## src/rtl/pin_pkg.sv

```systemverilog
// Shared constants and helpers for the pad input conditioner.
//   PINS_DEF      default number of conditioned pins
//   SYNC_DEF      default synchroniser depth
//   FILT_W_DEF    default width of filter length / filter counter
//   CONT_CYC_DEF  default mismatch cycles before contention is flagged
//   filt_act_e    per-cycle action taken by a pin's glitch filter
//   cont_w()      width of the contention mismatch counter
package pin_pkg;

  localparam int unsigned PINS_DEF     = 32;
  localparam int unsigned SYNC_DEF     = 2;
  localparam int unsigned FILT_W_DEF   = 4;
  localparam int unsigned CONT_CYC_DEF = 8;

  typedef enum logic [1:0] {
    FILT_BYPASS,
    FILT_HOLD,
    FILT_COUNT,
    FILT_FLIP
  } filt_act_e;

  // Counter must be able to hold CONT_CYC itself (saturation value).
  function automatic int unsigned cont_w(input int unsigned cyc);
    return $clog2(cyc + 1);
  endfunction

endpackage

```

## src/rtl/pin_in_cond_if.sv

```systemverilog
// Pin-side bus of the input conditioner.
//   io_in     raw pad levels (asynchronous)
//   pin_dir   1 = pin driven by the core
//   pin_out   value driven onto the pin
//   filt_en   per-pin glitch filter enable
//   filt_len  shared filter length, 0 = bypass
//   cont_clr  per-pin contention flag clear
//   pin_in    conditioned pin level
//   pin_rise  one-cycle 0->1 pulse
//   pin_fall  one-cycle 1->0 pulse
//   pin_cont  sticky contention flag
// master: core / pad side driving controls; slave: the conditioner.
interface pin_in_cond_if
  import pin_pkg::*;
#(
  parameter int unsigned PINS   = PINS_DEF,
  parameter int unsigned FILT_W = FILT_W_DEF
);

  logic [PINS-1:0]   io_in;
  logic [PINS-1:0]   pin_dir;
  logic [PINS-1:0]   pin_out;
  logic [PINS-1:0]   filt_en;
  logic [FILT_W-1:0] filt_len;
  logic [PINS-1:0]   cont_clr;
  logic [PINS-1:0]   pin_in;
  logic [PINS-1:0]   pin_rise;
  logic [PINS-1:0]   pin_fall;
  logic [PINS-1:0]   pin_cont;

  modport master (
    output io_in, pin_dir, pin_out, filt_en, filt_len, cont_clr,
    input  pin_in, pin_rise, pin_fall, pin_cont
  );

  modport slave (
    input  io_in, pin_dir, pin_out, filt_en, filt_len, cont_clr,
    output pin_in, pin_rise, pin_fall, pin_cont
  );

endinterface

```

## src/rtl/pin_in_cond_bit.sv

```systemverilog
// One pin of the input conditioner: synchroniser, glitch filter,
// edge detect and read-back contention flag.
//   clk_cog, res  clock and synchronous active-high reset
//   io_in         raw pad level
//   pin_dir       pin driven by the core
//   pin_out       driven value
//   filt_en       filter enable for this pin
//   filt_len      filter length (0 = bypass)
//   cont_clr      clear contention flag
//   pin_in        filtered level
//   pin_rise      0->1 pulse, pin_fall 1->0 pulse
//   pin_cont      sticky contention flag
module pin_in_cond_bit
  import pin_pkg::*;
#(
  parameter int unsigned SYNC_STAGES = SYNC_DEF,
  parameter int unsigned FILT_W      = FILT_W_DEF,
  parameter int unsigned CONT_CYC    = CONT_CYC_DEF
) (
  input  logic              clk_cog,
  input  logic              res,
  input  logic              io_in,
  input  logic              pin_dir,
  input  logic              pin_out,
  input  logic              filt_en,
  input  logic [FILT_W-1:0] filt_len,
  input  logic              cont_clr,
  output logic              pin_in,
  output logic              pin_rise,
  output logic              pin_fall,
  output logic              pin_cont
);

  localparam int unsigned     CW    = cont_w(CONT_CYC);
  localparam logic [CW-1:0]   M_MAX = CW'(CONT_CYC);

  logic [SYNC_STAGES-1:0] sync_q;
  logic                   lvl;
  logic                   prev;
  logic [FILT_W-1:0]      cnt;
  logic [FILT_W-1:0]      lim;
  logic [CW-1:0]          mis;
  logic                   cont;
  logic                   s;
  filt_act_e              act;

  assign s = sync_q[SYNC_STAGES-1];

  // Compare against filt_len-1 with >= so a counter already past a newly
  // shortened limit flips on the next mismatching cycle.
  always_comb begin
    lim = filt_len - FILT_W'(1);
    act = FILT_HOLD;
    if (!filt_en || (filt_len == '0)) begin
      act = FILT_BYPASS;
    end else if (s == lvl) begin
      act = FILT_HOLD;
    end else if (cnt >= lim) begin
      act = FILT_FLIP;
    end else begin
      act = FILT_COUNT;
    end
  end

  always_ff @(posedge clk_cog) begin
    if (res) begin
      sync_q <= '0;
      lvl    <= 1'b0;
      prev   <= 1'b0;
      cnt    <= '0;
      mis    <= '0;
      cont   <= 1'b0;
    end else begin
      sync_q <= {sync_q[SYNC_STAGES-2:0], io_in};
      prev   <= lvl;

      case (act)
        FILT_BYPASS: begin
          lvl <= s;
          cnt <= '0;
        end
        FILT_FLIP: begin
          lvl <= s;
          cnt <= '0;
        end
        FILT_COUNT: cnt <= cnt + FILT_W'(1);
        default:    cnt <= '0;
      endcase

      if (pin_dir && (lvl != pin_out)) begin
        if (mis != M_MAX) mis <= mis + CW'(1);
      end else begin
        mis <= '0;
      end

      // Set has priority over a simultaneous clear.
      if (mis == M_MAX) begin
        cont <= 1'b1;
      end else if (cont_clr) begin
        cont <= 1'b0;
      end
    end
  end

  assign pin_in   = lvl;
  assign pin_rise = lvl & ~prev;
  assign pin_fall = ~lvl & prev;
  assign pin_cont = cont;

endmodule

```

## src/rtl/pin_in_cond.sv

```systemverilog
// Input-direction conditioner for the bidirectional I/O pads.
// Synchronises, filters and edge-detects every pad and flags contention
// between driven and read-back levels.
//   clk_cog  core clock
//   res      synchronous reset, active high
//   bus      pin_in_cond_if slave modport (pad, control and result vectors)
module pin_in_cond
  import pin_pkg::*;
#(
  parameter int unsigned PINS        = PINS_DEF,
  parameter int unsigned SYNC_STAGES = SYNC_DEF,
  parameter int unsigned FILT_W      = FILT_W_DEF,
  parameter int unsigned CONT_CYC    = CONT_CYC_DEF
) (
  input  logic          clk_cog,
  input  logic          res,
  pin_in_cond_if.slave  bus
);

  for (genvar i = 0; i < PINS; i++) begin : g_pin
    pin_in_cond_bit #(
      .SYNC_STAGES (SYNC_STAGES),
      .FILT_W      (FILT_W),
      .CONT_CYC    (CONT_CYC)
    ) u_bit (
      .clk_cog  (clk_cog),
      .res      (res),
      .io_in    (bus.io_in[i]),
      .pin_dir  (bus.pin_dir[i]),
      .pin_out  (bus.pin_out[i]),
      .filt_en  (bus.filt_en[i]),
      .filt_len (bus.filt_len),
      .cont_clr (bus.cont_clr[i]),
      .pin_in   (bus.pin_in[i]),
      .pin_rise (bus.pin_rise[i]),
      .pin_fall (bus.pin_fall[i]),
      .pin_cont (bus.pin_cont[i])
    );
  end

endmodule

```

## src/flat_wrapper.sv

```systemverilog
// flat-port wrapper written by rule: the top's interface ports become plain ports
module pin_in_cond_flat import pin_pkg::*;
#(
  parameter int unsigned PINS        = PINS_DEF,
  parameter int unsigned SYNC_STAGES = SYNC_DEF,
  parameter int unsigned FILT_W      = FILT_W_DEF,
  parameter int unsigned CONT_CYC    = CONT_CYC_DEF
)
  (clk_cog, res, bus_io_in, bus_pin_dir, bus_pin_out, bus_filt_en, bus_filt_len, bus_cont_clr, bus_pin_in, bus_pin_rise, bus_pin_fall, bus_pin_cont);
  pin_in_cond_if #(.PINS(PINS), .FILT_W(FILT_W)) bus_i ();
  input  logic clk_cog;
  input  logic res;
  input wire logic [$bits(bus_i.io_in)-1:0] bus_io_in;
  input wire logic [$bits(bus_i.pin_dir)-1:0] bus_pin_dir;
  input wire logic [$bits(bus_i.pin_out)-1:0] bus_pin_out;
  input wire logic [$bits(bus_i.filt_en)-1:0] bus_filt_en;
  input wire logic [$bits(bus_i.filt_len)-1:0] bus_filt_len;
  input wire logic [$bits(bus_i.cont_clr)-1:0] bus_cont_clr;
  output wire logic [$bits(bus_i.pin_in)-1:0] bus_pin_in;
  output wire logic [$bits(bus_i.pin_rise)-1:0] bus_pin_rise;
  output wire logic [$bits(bus_i.pin_fall)-1:0] bus_pin_fall;
  output wire logic [$bits(bus_i.pin_cont)-1:0] bus_pin_cont;
  assign bus_i.io_in = bus_io_in;
  assign bus_i.pin_dir = bus_pin_dir;
  assign bus_i.pin_out = bus_pin_out;
  assign bus_i.filt_en = bus_filt_en;
  assign bus_i.filt_len = bus_filt_len;
  assign bus_i.cont_clr = bus_cont_clr;
  assign bus_pin_in = bus_i.pin_in;
  assign bus_pin_rise = bus_i.pin_rise;
  assign bus_pin_fall = bus_i.pin_fall;
  assign bus_pin_cont = bus_i.pin_cont;
  pin_in_cond #(.PINS(PINS), .SYNC_STAGES(SYNC_STAGES), .FILT_W(FILT_W), .CONT_CYC(CONT_CYC)) u_core (.clk_cog(clk_cog), .res(res), .bus(bus_i));
endmodule
```

## config.mk

```make
export PLATFORM = sky130hd
export DESIGN_NAME = pin_in_cond_flat
export DESIGN_NICKNAME = d
export VERILOG_FILES = /design/src/rtl/pin_pkg.sv /design/src/rtl/pin_in_cond_if.sv /design/src/rtl/pin_in_cond_bit.sv /design/src/rtl/pin_in_cond.sv /design/src/flat_wrapper.sv
export SDC_FILE = /design/constraint.sdc
export NUM_CORES = 1
export LEC_CHECK = 0
export CAP_MARGIN = 10
export CORE_AREA = 2 2 189 191
export CTS_BUF_LIST = sky130_fd_sc_hd__clkbuf_4 sky130_fd_sc_hd__clkbuf_8
export CTS_CLUSTER_DIAMETER = 30
export DETAILED_ROUTE_END_ITERATION = 16
export DIE_AREA = 0 0 191 193
export PLACE_DENSITY = 0.85
export SLEW_MARGIN = 20
export SYNTH_ARGS = -nofsm -noshare
export SYNTH_HDL_FRONTEND = slang
export SYNTH_SLANG_ARGS = --single-unit
```

## constraint.sdc

```tcl
create_clock -name clk_cog -period 8.45 [get_ports clk_cog]
set_clock_uncertainty 0.2 [all_clocks]
set_input_delay 0.845 -clock clk_cog [delete_from_list [all_inputs] [get_ports clk_cog]]
set_output_delay 0.845 -clock clk_cog [all_outputs]
set_load 0.01 [all_outputs]
```

### After elaboration in Yosys (flattened, before gate mapping)

Cells that the tools add are included.

| cells by class | value |
|---|---|
| equal/unequal tests | 192 |
| reductions and logical operators | 257 |
| $lt $le $gt $ge | 32 |
| muxes and demuxes | 160 |
| bitwise operators | 192 |
| add/subtract/negate cells | 65 |

Operators by type and width:

| kind | number |
|---|---|
| $add A4 B1 Y4 const B | 64 |
| $reduce_or A2 Y1 | 96 |
| $eq A2 B2 Y1 const B | 64 |
| $eq A4 B4 Y1 const B | 32 |
| $ge A4 B4 Y1 | 32 |
| $mux W2 | 64 |
| $ne A4 B4 Y1 const B | 32 |
| $not A1 Y1 | 128 |
| $mux W1 | 96 |
| $and A1 B1 Y1 | 64 |
| $logic_not A2 Y1 | 32 |
| $reduce_bool A2 Y1 | 32 |
| $eq A1 B1 Y1 | 32 |
| $logic_and A1 B1 Y1 | 32 |
| $logic_not A1 Y1 | 32 |
| $logic_or A1 B1 Y1 | 32 |
| $ne A1 B1 Y1 | 32 |
| $logic_not A4 Y1 | 1 |
| $sub A4 B1 Y4 const B | 1 |

| word-level totals | value |
|---|---|
| input port bits | 166 |
| output and inout bits | 128 |
| bits in registers | 416 |
| word-level logic and storage cells | 1090 |

### Depth between registers and ports, before layout

Gate-level depths: netlist of run 1.

| depth | value |
|---|---|
| depth after elaboration | 8 |
| mapped depth | 11 |
| mapped depth without buffers | 11 |

### By module

A second synthesis of run 1 with hierarchy kept.

| unflattened totals | value |
|---|---|
| cell total of the unflattened synthesis | 2272 |
| area, all modules | 21500.6 um^2 |

By module, submodules not included:

| module | cells each | area an instance (um^2) | seq. area each (um^2) | times used |
|---|---|---|---|---|
| pin_in_cond_bit | 71 | 671.9 | 260.2 | 32 |

### Worst setup path after synthesis of run 1

OpenSTA, ideal clock, no wires.

| path | value |
|---|---|
| kind | input-to-reg |
| start | in bus_filt_len[0] |
| end | reg u_core.g_pin[7].u_bit.lvl |
| stages on the path | 11 |
| library setup time | 0.128 ns |
| data required time | 8.122 ns |
| path slack | 3.406 ns |
| data arrival time | 4.716 ns |
| path buffers | 0 |
| cells stage by stage | inv_1 ha_1 xnor2_1 ha_1 a21oi_1 o21ai_0 maj3_1 o21bai_1 ha_1 mux2i_1 nor2_1 |

| on the way | value |
|---|---|
| word-level cells in the longest chain between the ends | 7 |
| elaborated cells on any way between the ends | 10 |

Ends and longest elaborated chain:

| what | line | text |
|---|---|---|
| start, declared | flat_wrapper.sv:17 | `input wire logic [$bits(bus_i.filt_len)-1:0] bus_filt_len;` |
| $sub A4 B1 Y4 | pin_in_cond_bit.sv:52 | `lim = filt_len - FILT_W'(1);` |
| $ge A4 B4 Y1 | pin_in_cond_bit.sv:58 | `end else if (cnt >= lim) begin` |
| $mux W1 | pin_in_cond_bit.sv:58 |  |
| $mux W2 | pin_in_cond_bit.sv:56 | `end else if (s == lvl) begin` |
| $mux W2 (*) | pin_in_cond_bit.sv:54 | `if (!filt_en \|\| (filt_len == '0)) begin` |
| $eq A2 B2 Y1 or $logic_not A2 Y1 (tied branches) | pin_in_cond_bit.sv:77 | `case (act)` |
| $reduce_or A2 Y1 (no line) (*) | n/a |  |
| end signal, assigned | pin_in_cond_bit.sv:79 | `lvl <= s;` |
| end signal, assigned | pin_in_cond_bit.sv:83 | `lvl <= s;` |
| end, declared | pin_in_cond_bit.sv:38 | `logic lvl;` |

Mark *: on every way between the ends. The rest lies on a longest branch, timed or not.
A chain may end at the register's enable or synchronous reset.

### Worst setup path in the final report of run 1

| path | value |
|---|---|
| start | in bus_filt_len[0] |
| end | reg u_core.g_pin[21].u_bit.lvl |

| on the way | value |
|---|---|
| word-level cells in the longest chain between the ends | 7 |
| elaborated cells on any way between the ends | 10 |

Ends and longest elaborated chain:

| what | line |
|---|---|
| $sub A4 B1 Y4 | pin_in_cond_bit.sv:52 |
| $ge A4 B4 Y1 | pin_in_cond_bit.sv:58 |
| $mux W1 | pin_in_cond_bit.sv:58 |
| $mux W2 | pin_in_cond_bit.sv:56 |
| $mux W2 (*) | pin_in_cond_bit.sv:54 |
| $eq A2 B2 Y1 or $logic_not A2 Y1 (tied branches) | pin_in_cond_bit.sv:77 |
| $reduce_or A2 Y1 (no line) (*) | n/a |
| end signal, assigned | pin_in_cond_bit.sv:79 |
| end signal, assigned | pin_in_cond_bit.sv:83 |
| end, declared | pin_in_cond_bit.sv:38 |

Marks and branches as above.

==> results by group, run 1 <==
Floorplan
  • Die width: between 150 and 200 um
  • Die Y: between 150 and 200 um
  • Initial Util: 59.2%
  • Die ar.: 36900 um2
  • Top-level I/O count: 294
  • CORE AREA: approximately 35000 um2
  • # rows: 69

Setup path
  • CP most frequent cell: ha_1
  • Worst Path Arrival: approximately 4.2 ns
  • CP Launch Type: primary input
  • WP data required: ~8.7 ns
  • Reg2reg setup slack: between 6 and 7 ns
  • Max stage delay cell, worst path: clkdlybuf4s50_1
  • Maximum net fanout on the critical path: 24
  • CP peak stage delay: about 0.50 ns
  • Crit path cell chain: clkdlybuf4s50_1 -> inv_1 -> ha_2 -> xnor2_2 -> buf_4 -> ha_1 -> a21oi_1 -> o21ai_0 -> maj3_2 -> o21bai_2 -> ha_1 -> mux2i_1 -> nor2_1
  • Crit path capture type: register
  • Crit Path Class: primary input to register

Logic synthesis
  • Syn avg cell area: around 9.3 um2
  • Most frequent cells after synthesis: 416 x dfxtp_1, 299 x nor2_1, 225 x ha_1
  • Synth area leaders: dfxtp_1 40%, ha_1 14%, nor2b_1 5.8%, nor2_1 5.4%, buf_4 4.6%
  • Synth cell types: 26
  • Synth Register Bits: roughly 420
  • Post-synthesis sequential area ratio: 40.3%
  • Area leader, netlist: dfxtp_1
  • Synth top area share: between 40% and 50%
  • Post-synth EDFFs: 0
  • YS warnings: 0
  • Synthesized net count: ~2600
  • Most common cell in the netlist: dfxtp_1
  • Top FF cell, synth: dfxtp_1
  • Fraction of registers with async set/reset: 0%
  • Synthesized instance count: 2225
  • Cell Area, Synth: about 21000 um2

Drt
  • Via count: 14800
  • Starting DRT DRC Count: roughly 430
  • Router iterations before antenna repair: 4
  • DRT Wirelength: a little over 40 mm
  • Drt wl/cell: around 14 um
  • Remaining DRCs: 0
  • Number of vias per cell: just under 5
  • DRT antenna net count: 0

Clock tree
  • H-tree Lvls: 3
  • CTS Buf Count: 85
  • Max clock buf depth: 3
  • Hold_buf cts: 0
  • CTS sink cnt: roughly 420
  • TritonCTS clock tree: yes
  • Clk slew on worst S/H paths: ~0.06 ns
  • Post-CTS Resized: 0
  • Post-CTS setup buffers: 0
  • Worst-Skew Late Latency: 0.63 ns
  • Root buffer cell: clkbuf_8

Placed design
  • IO buf count: about 290
  • Routability cong.: 0.752
  • Dpl cells: between 2000 and 3000
  • DP HPWL: between 20 and 30 mm

Worst hold path
  • Worst hold path class: register to register

Cells and area
  • # nets final: around 2800
  • Area grow syn2layout: 21.6%
  • Share of layout cells above drive strength 1: between 10% and 20%
  • # fillers: approximately 2600
  • Final cell count without fillers: around 3000

Pwr
  • Leak Pwr: around 10 nW
  • Sequential share of power: a little over two fifths
  • Clk network pwr share: ~50%
  • Pwr per Cell Area: 190 nW/um2
  • Switching Share: between 20% and 30%
  • Net Sw Power: approximately 0.0011 W
  • Pint: 0.00368 W
  • Combinational share of power: roughly 8%
  • Worst vdd ir: around 0.00017 V
  • Power, Total: around 0.0048 W

STA
  • Fmax: roughly 260 MHz
  • Post-layout min period: about 3.9 ns
  • Rel. slew slack: 39.4%
  • Final Hold Vio Count: 0
  • Pins Over Slew Limit: 0
  • RSZ-0062 raised after global routing: false
  • Least-Margin Pin Slew: roughly 0.9 ns
  • Period utilisation layout: 45.9%
  • Sum Neg Setup Slack: 0 ns
  • Finish-stage setup viols: 0

Global routing
  • Total global-route track usage: between 20% and 30%
  • Remaining Overflow, GRT: 0
  • Largest net degree at the start of global routing: 81
  • Initial antenna violation count: 5
  • First-pass GRT wire length: about 67 mm
  • Vias in the first global route: between 10000 and 15000

Outcome
  • Status: complete, no violations

Job
  • Maxcap violations: 0
worst max-delay path, delay by kind of cell:
kind | cells | cell delay [ns]
AOI/OAI and AO/OA | 3 | 0.39
xor gates and xnor gates | 1 | 0.47
adders and majority gates | 4 | 1.13
buffers and inverters | 3 | 1.07
muxes | 1 | 0.18
and+or+nand+nor | 1 | 0.05
power groups by stage:
stage / clock (W) / sequential (W) / combinational [W]
6_report: 0.00237 / 0.00203 / 0.000385
5_1_grt: 0.00253 / 0.00204 / 0.000429
3_5_place_dp: 0 / 0.00207 / 0.000385
3_3_place_gp: 0 / 0.00207 / 0.000369
4_1_cts: 0.00243 / 0.00203 / 0.000390
2_1_floorplan: 0 / 0.00206 / 0.000246
cells by family (layout without fill, tap and decap cells):
family	after synthesis	in the layout	share of synthesized area, %
multiplexers	64	64	3.13
AND/OR/NAND/NOR	835	835	20.3
other	0	2	0
AO/OA/AOI/OAI	165	165	4.92
flip-flops	416	416	40.3
adder cells (fa/ha/maj)	257	257	15.3
XOR/XNOR	194	194	8.25
buffers and inverters	294	590	7.77
metrics by stage:
stage	utilization [%]	instance area [um2]	hold WS, ns	setup WS [ns]
after global routing	72.0	25200	0.251	4.34
final	72.0	25200	0.235	4.57
after global placement	66.2	23200	0.217	4.04
after detailed placement	66.2	23200	0.223	3.95
after CTS	71.9	25200	0.227	4.56
after floorplan	-	20700	0.214	3.41
per-layer routing:
metal | track usage [%] | routed length [um] | vias to the layer above
met5 | 0 | 25 | -
met4 | 8.44 | 914 | 4
met3 | 5.92 | 2440 | 75
met2 | 40.7 | 20600 | 280
met1 | 23.7 | 16700 | 6886
li1 | - | - | 7539
cells in the final DEF, fill, tap and decap left out, types with 97 or more instances in the layout:
cell,synthesis,layout
nor2_1,299,299
inv_1,135,135
dfxtp_1,416,416
nand2_1,107,107
nor2b_1,192,192
clkbuf_8,0,97
ha_1,225,224
clkdlybuf4s50_1,0,292
final cells by class:
| cell class | instances | area (um2) | area share [%] |
|---|---|---|---|
| Timing Repair Buffer | 299 | 2980 | 11.8 |
| Multi-Input combinational cell | 1515 | 10800 | 42.8 |
| Antenna cell | 2 | 5.00 | 0.0199 |
| Inverter | 135 | 507 | 2.01 |
| Tap cell | 461 | 577 | 2.29 |
| Clock inverter | 40 | 517 | 2.05 |
| Clock buffer | 116 | 1480 | 5.87 |
| Sequential cell | 416 | 8330 | 33.1 |
path summary, 6_finish.rpt:
kind                                                 startpoint                               to  cells past startpoint
worst max-delay path                            bus_filt_len[0]    u_core.g_pin[21].u_bit.pin_in                     13
worst min-delay path            u_core.g_pin[3].u_bit.sync_q[0]  u_core.g_pin[3].u_bit.sync_q[1]                      1
worst max register to register    u_core.g_pin[21].u_bit.cnt[0]    u_core.g_pin[21].u_bit.pin_in                      9
worst min register to register  u_core.g_pin[3].u_bit.sync_q[0]  u_core.g_pin[3].u_bit.sync_q[1]                      1
flip-flops by register name, summed over array words and instances, names as in the netlist:
signal,count
u_core.g_pin.u_bit.cnt,128
u_core.g_pin.u_bit.mis,128
u_core.g_pin.u_bit.sync_q,64
u_core.g_pin.u_bit.pin_cont,32
u_core.g_pin.u_bit.pin_in,32
u_core.g_pin.u_bit.prev,32
Power figures use the tool's default switching activity.
==> run 2: changes to the inputs <==
Settings changed: CORE_AREA 2 2 189 191 to 2 2 194 196, DIE_AREA 0 0 191 193 to 0 0 196 198, PLACE_DENSITY 0.85 to 0.81.
Clock period 8.45 ns to 3.89 ns, I/O delays scaled along.
==> run 2 against run 1 <==
Final area rose by 1.7%. Critical endpoint is now u_core.g_pin[1].u_bit.pin_in. Core utilization fell by 2.7 points. Critical path depth did not move. Highest routed layer unchanged. Sequential share of layout area fell by 0.56 points. Die area rose by 5.3%. Via count rose by 0.84%. Combinational power rose by 120%. Global-route usage fell by 0.74 points.
==> results by group, run 2 (synthesized netlist as in run 1, its figures left out) <==
Outcome
  • Status: complete, no violations

Drt
  • Starting DRT DRC Count: between 500 and 600
  • Remaining DRCs: 0
  • DRT Wirelength: a little over 40 mm
  • Router iterations before antenna repair: 6
  • Via count: 14900
  • DRT antenna net count: 0
  • Drt wl/cell: about 14 um
  • Number of vias per cell: roughly 4.9

Placed design
  • IO buf count: between 200 and 300
  • Dpl cells: roughly 2800
  • Routability cong.: between 0.7 and 0.8
  • DP HPWL: roughly 29 mm

Global routing
  • Vias in the first global route: 15200
  • Initial antenna violation count: 1
  • Remaining Overflow, GRT: 0
  • Total global-route track usage: between 20% and 30%
  • First-pass GRT wire length: just under 70 mm
  • Largest net degree at the start of global routing: 86

STA
  • RSZ-0062 raised after global routing: false
  • Least-Margin Pin Slew: approximately 0.80 ns
  • Sum Neg Setup Slack: 0 ns
  • Post-layout min period: around 3.3 ns
  • Finish-stage setup viols: 0
  • Final Hold Vio Count: 0
  • Rel. slew slack: a little under half
  • Pins Over Slew Limit: 0
  • Period utilisation layout: ~84%
  • Fmax: roughly 310 MHz

Floorplan
  • Top-level I/O count: roughly 290
  • Die width: 196 um
  • Die ar.: around 39000 um2
  • Initial Util: a little under three fifths
  • # rows: 71
  • Die Y: 198 um
  • CORE AREA: 37000 um2

Setup path
  • WP data required: around 4.2 ns
  • Worst path depth: 13
  • CP peak stage delay: ~0.63 ns
  • Crit path cell chain: clkdlybuf4s50_1 -> inv_1 -> ha_2 -> xnor2_4 -> buf_12 -> ha_1 -> a21oi_1 -> o21ai_0 -> maj3_2 -> o21bai_2 -> ha_1 -> mux2i_1 -> nor2_1
  • Bufs and invs on worst path: 3
  • Max stage delay cell, worst path: xnor2_4
  • Worst Path Arrival: between 3 and 4 ns
  • R2R cell count: 9
  • Crit path max-delay family: adder cells
  • CP most frequent cell: ha_1
  • CP Launch Type: primary input
  • Maximum net fanout on the critical path: 17
  • Crit path capture type: register
  • Crit Path Class: primary input to register

Clock tree
  • TritonCTS clock tree: yes
  • Clk slew on worst S/H paths: around 0.060 ns
  • Root buffer cell: clkbuf_8
  • Max clock buf depth: 3
  • H-tree Lvls: 3
  • Worst-Skew Late Latency: 0.64 ns
  • Post-CTS Resized: 0
  • CTS Buf Count: between 90 and 100
  • CTS sink cnt: 416

Pwr
  • Leak Pwr: 10.6 nW
  • Worst vdd ir: 0.000314 V
  • Pwr per Cell Area: around 440 nW/um2

Cells and area
  • Final cell count without fillers: 3013
  • Most common cell after layout, fill and taps aside: dfxtp_1
  • # nets final: about 2900
  • # fillers: ~2700
  • Area grow syn2layout: 23.7%
  • Share of layout cells above drive strength 1: 10.9%
  • Largest registers: u_core.g_pin.u_bit.cnt: 128 flops, u_core.g_pin.u_bit.mis: 128 flops, u_core.g_pin.u_bit.sync_q: 64 flops
  • Commonest non-fill, non-tap cells in the layout: 416 x dfxtp_1, 299 x nor2_1, 292 x clkdlybuf4s50_1, 224 x ha_1, 192 x nor2b_1

Worst hold path
  • Worst hold path class: primary input to register
  • Hold Path Stages: 2

Job
  • Maxcap violations: 0
==> run 2: cell count changes in the layout (fill, tap and decap cells not counted), sizes merged, moves of 4 or more <==
cell / change
buf: +4
bufinv: +9
clkinvlp: +7
clkinv: +5
clkbuf: -4
inv: -5
==> run 2: cell type report <==
| class | instances | area, um2 | area share [%] |
|---|---|---|---|
| tap | 474 | 593 | 2.32 |
| inverter | 135 | 507 | 1.98 |
| antenna | 1 | 2.50 | 0.00978 |
| timing repair buffer | 304 | 3080 | 12.0 |
| clock inverter | 56 | 808 | 3.16 |
| sequential | 416 | 8330 | 32.5 |
| clock buffer | 112 | 1490 | 5.83 |
| multi-input combinational | 1515 | 10800 | 42.1 |
==> run 2: final timing paths <==
check | slack [ns] | from | endpoint
worst min register to register | 0.23 | u_core.g_pin[24].u_bit.sync_q[0] | u_core.g_pin[24].u_bit.sync_q[1]
worst min-delay path | 0.1 | bus_io_in[23] | u_core.g_pin[23].u_bit.sync_q[0]
worst max register to register | 1.67 | u_core.g_pin[0].u_bit.cnt[0] | u_core.g_pin[0].u_bit.pin_in
worst max-delay path | 0.62 | bus_filt_len[0] | u_core.g_pin[1].u_bit.pin_in
==> run 2: layer usage <==
| layer | vias to the layer above | part of all wire [%] | GRT usage [%] |
|---|---|---|---|
| met2 | 315 | 50 | 38.3 |
| met1 | 6959 | 43 | 24.4 |
| li1 | 7571 | - | - |
| met3 | 61 | 5.3 | 4.92 |
| met5 | - | 0.032 | 0 |
| met4 | 2 | 1.7 | 7.74 |
==> run 2: what timing repair did <==
action	CTS	global route
setup buffers	0	0
hold buffers	1	0
endpoints found under the setup margin	0	0
endpoints found under the hold margin	7	0
==> run 2: report_power, final <==
part | internal [W] | switching [W] | leakage (nW)
logic | 0.000476 | 0.000386 | 6.08
clock network | 0.00383 | 0.00207 | 1.16
registers | 0.00434 | 0.0000726 | 3.37
==> run 2: metrics by stage <==
step                hold slack, ns  util (%)  total power, W  worst slack, ns  cell area (um2)
finish                      0.0997      69.3          0.0112            0.616            25600
global placement             0.216      63.0         0.00533           0.0580            23300
CTS                         0.0459      69.3          0.0113            0.645            25600
floorplan                    0.214         -         0.00502         0.000650            20700
global route                0.0638      69.3          0.0116            0.440            25600
detailed placement           0.224      63.0         0.00536          -0.0143            23300
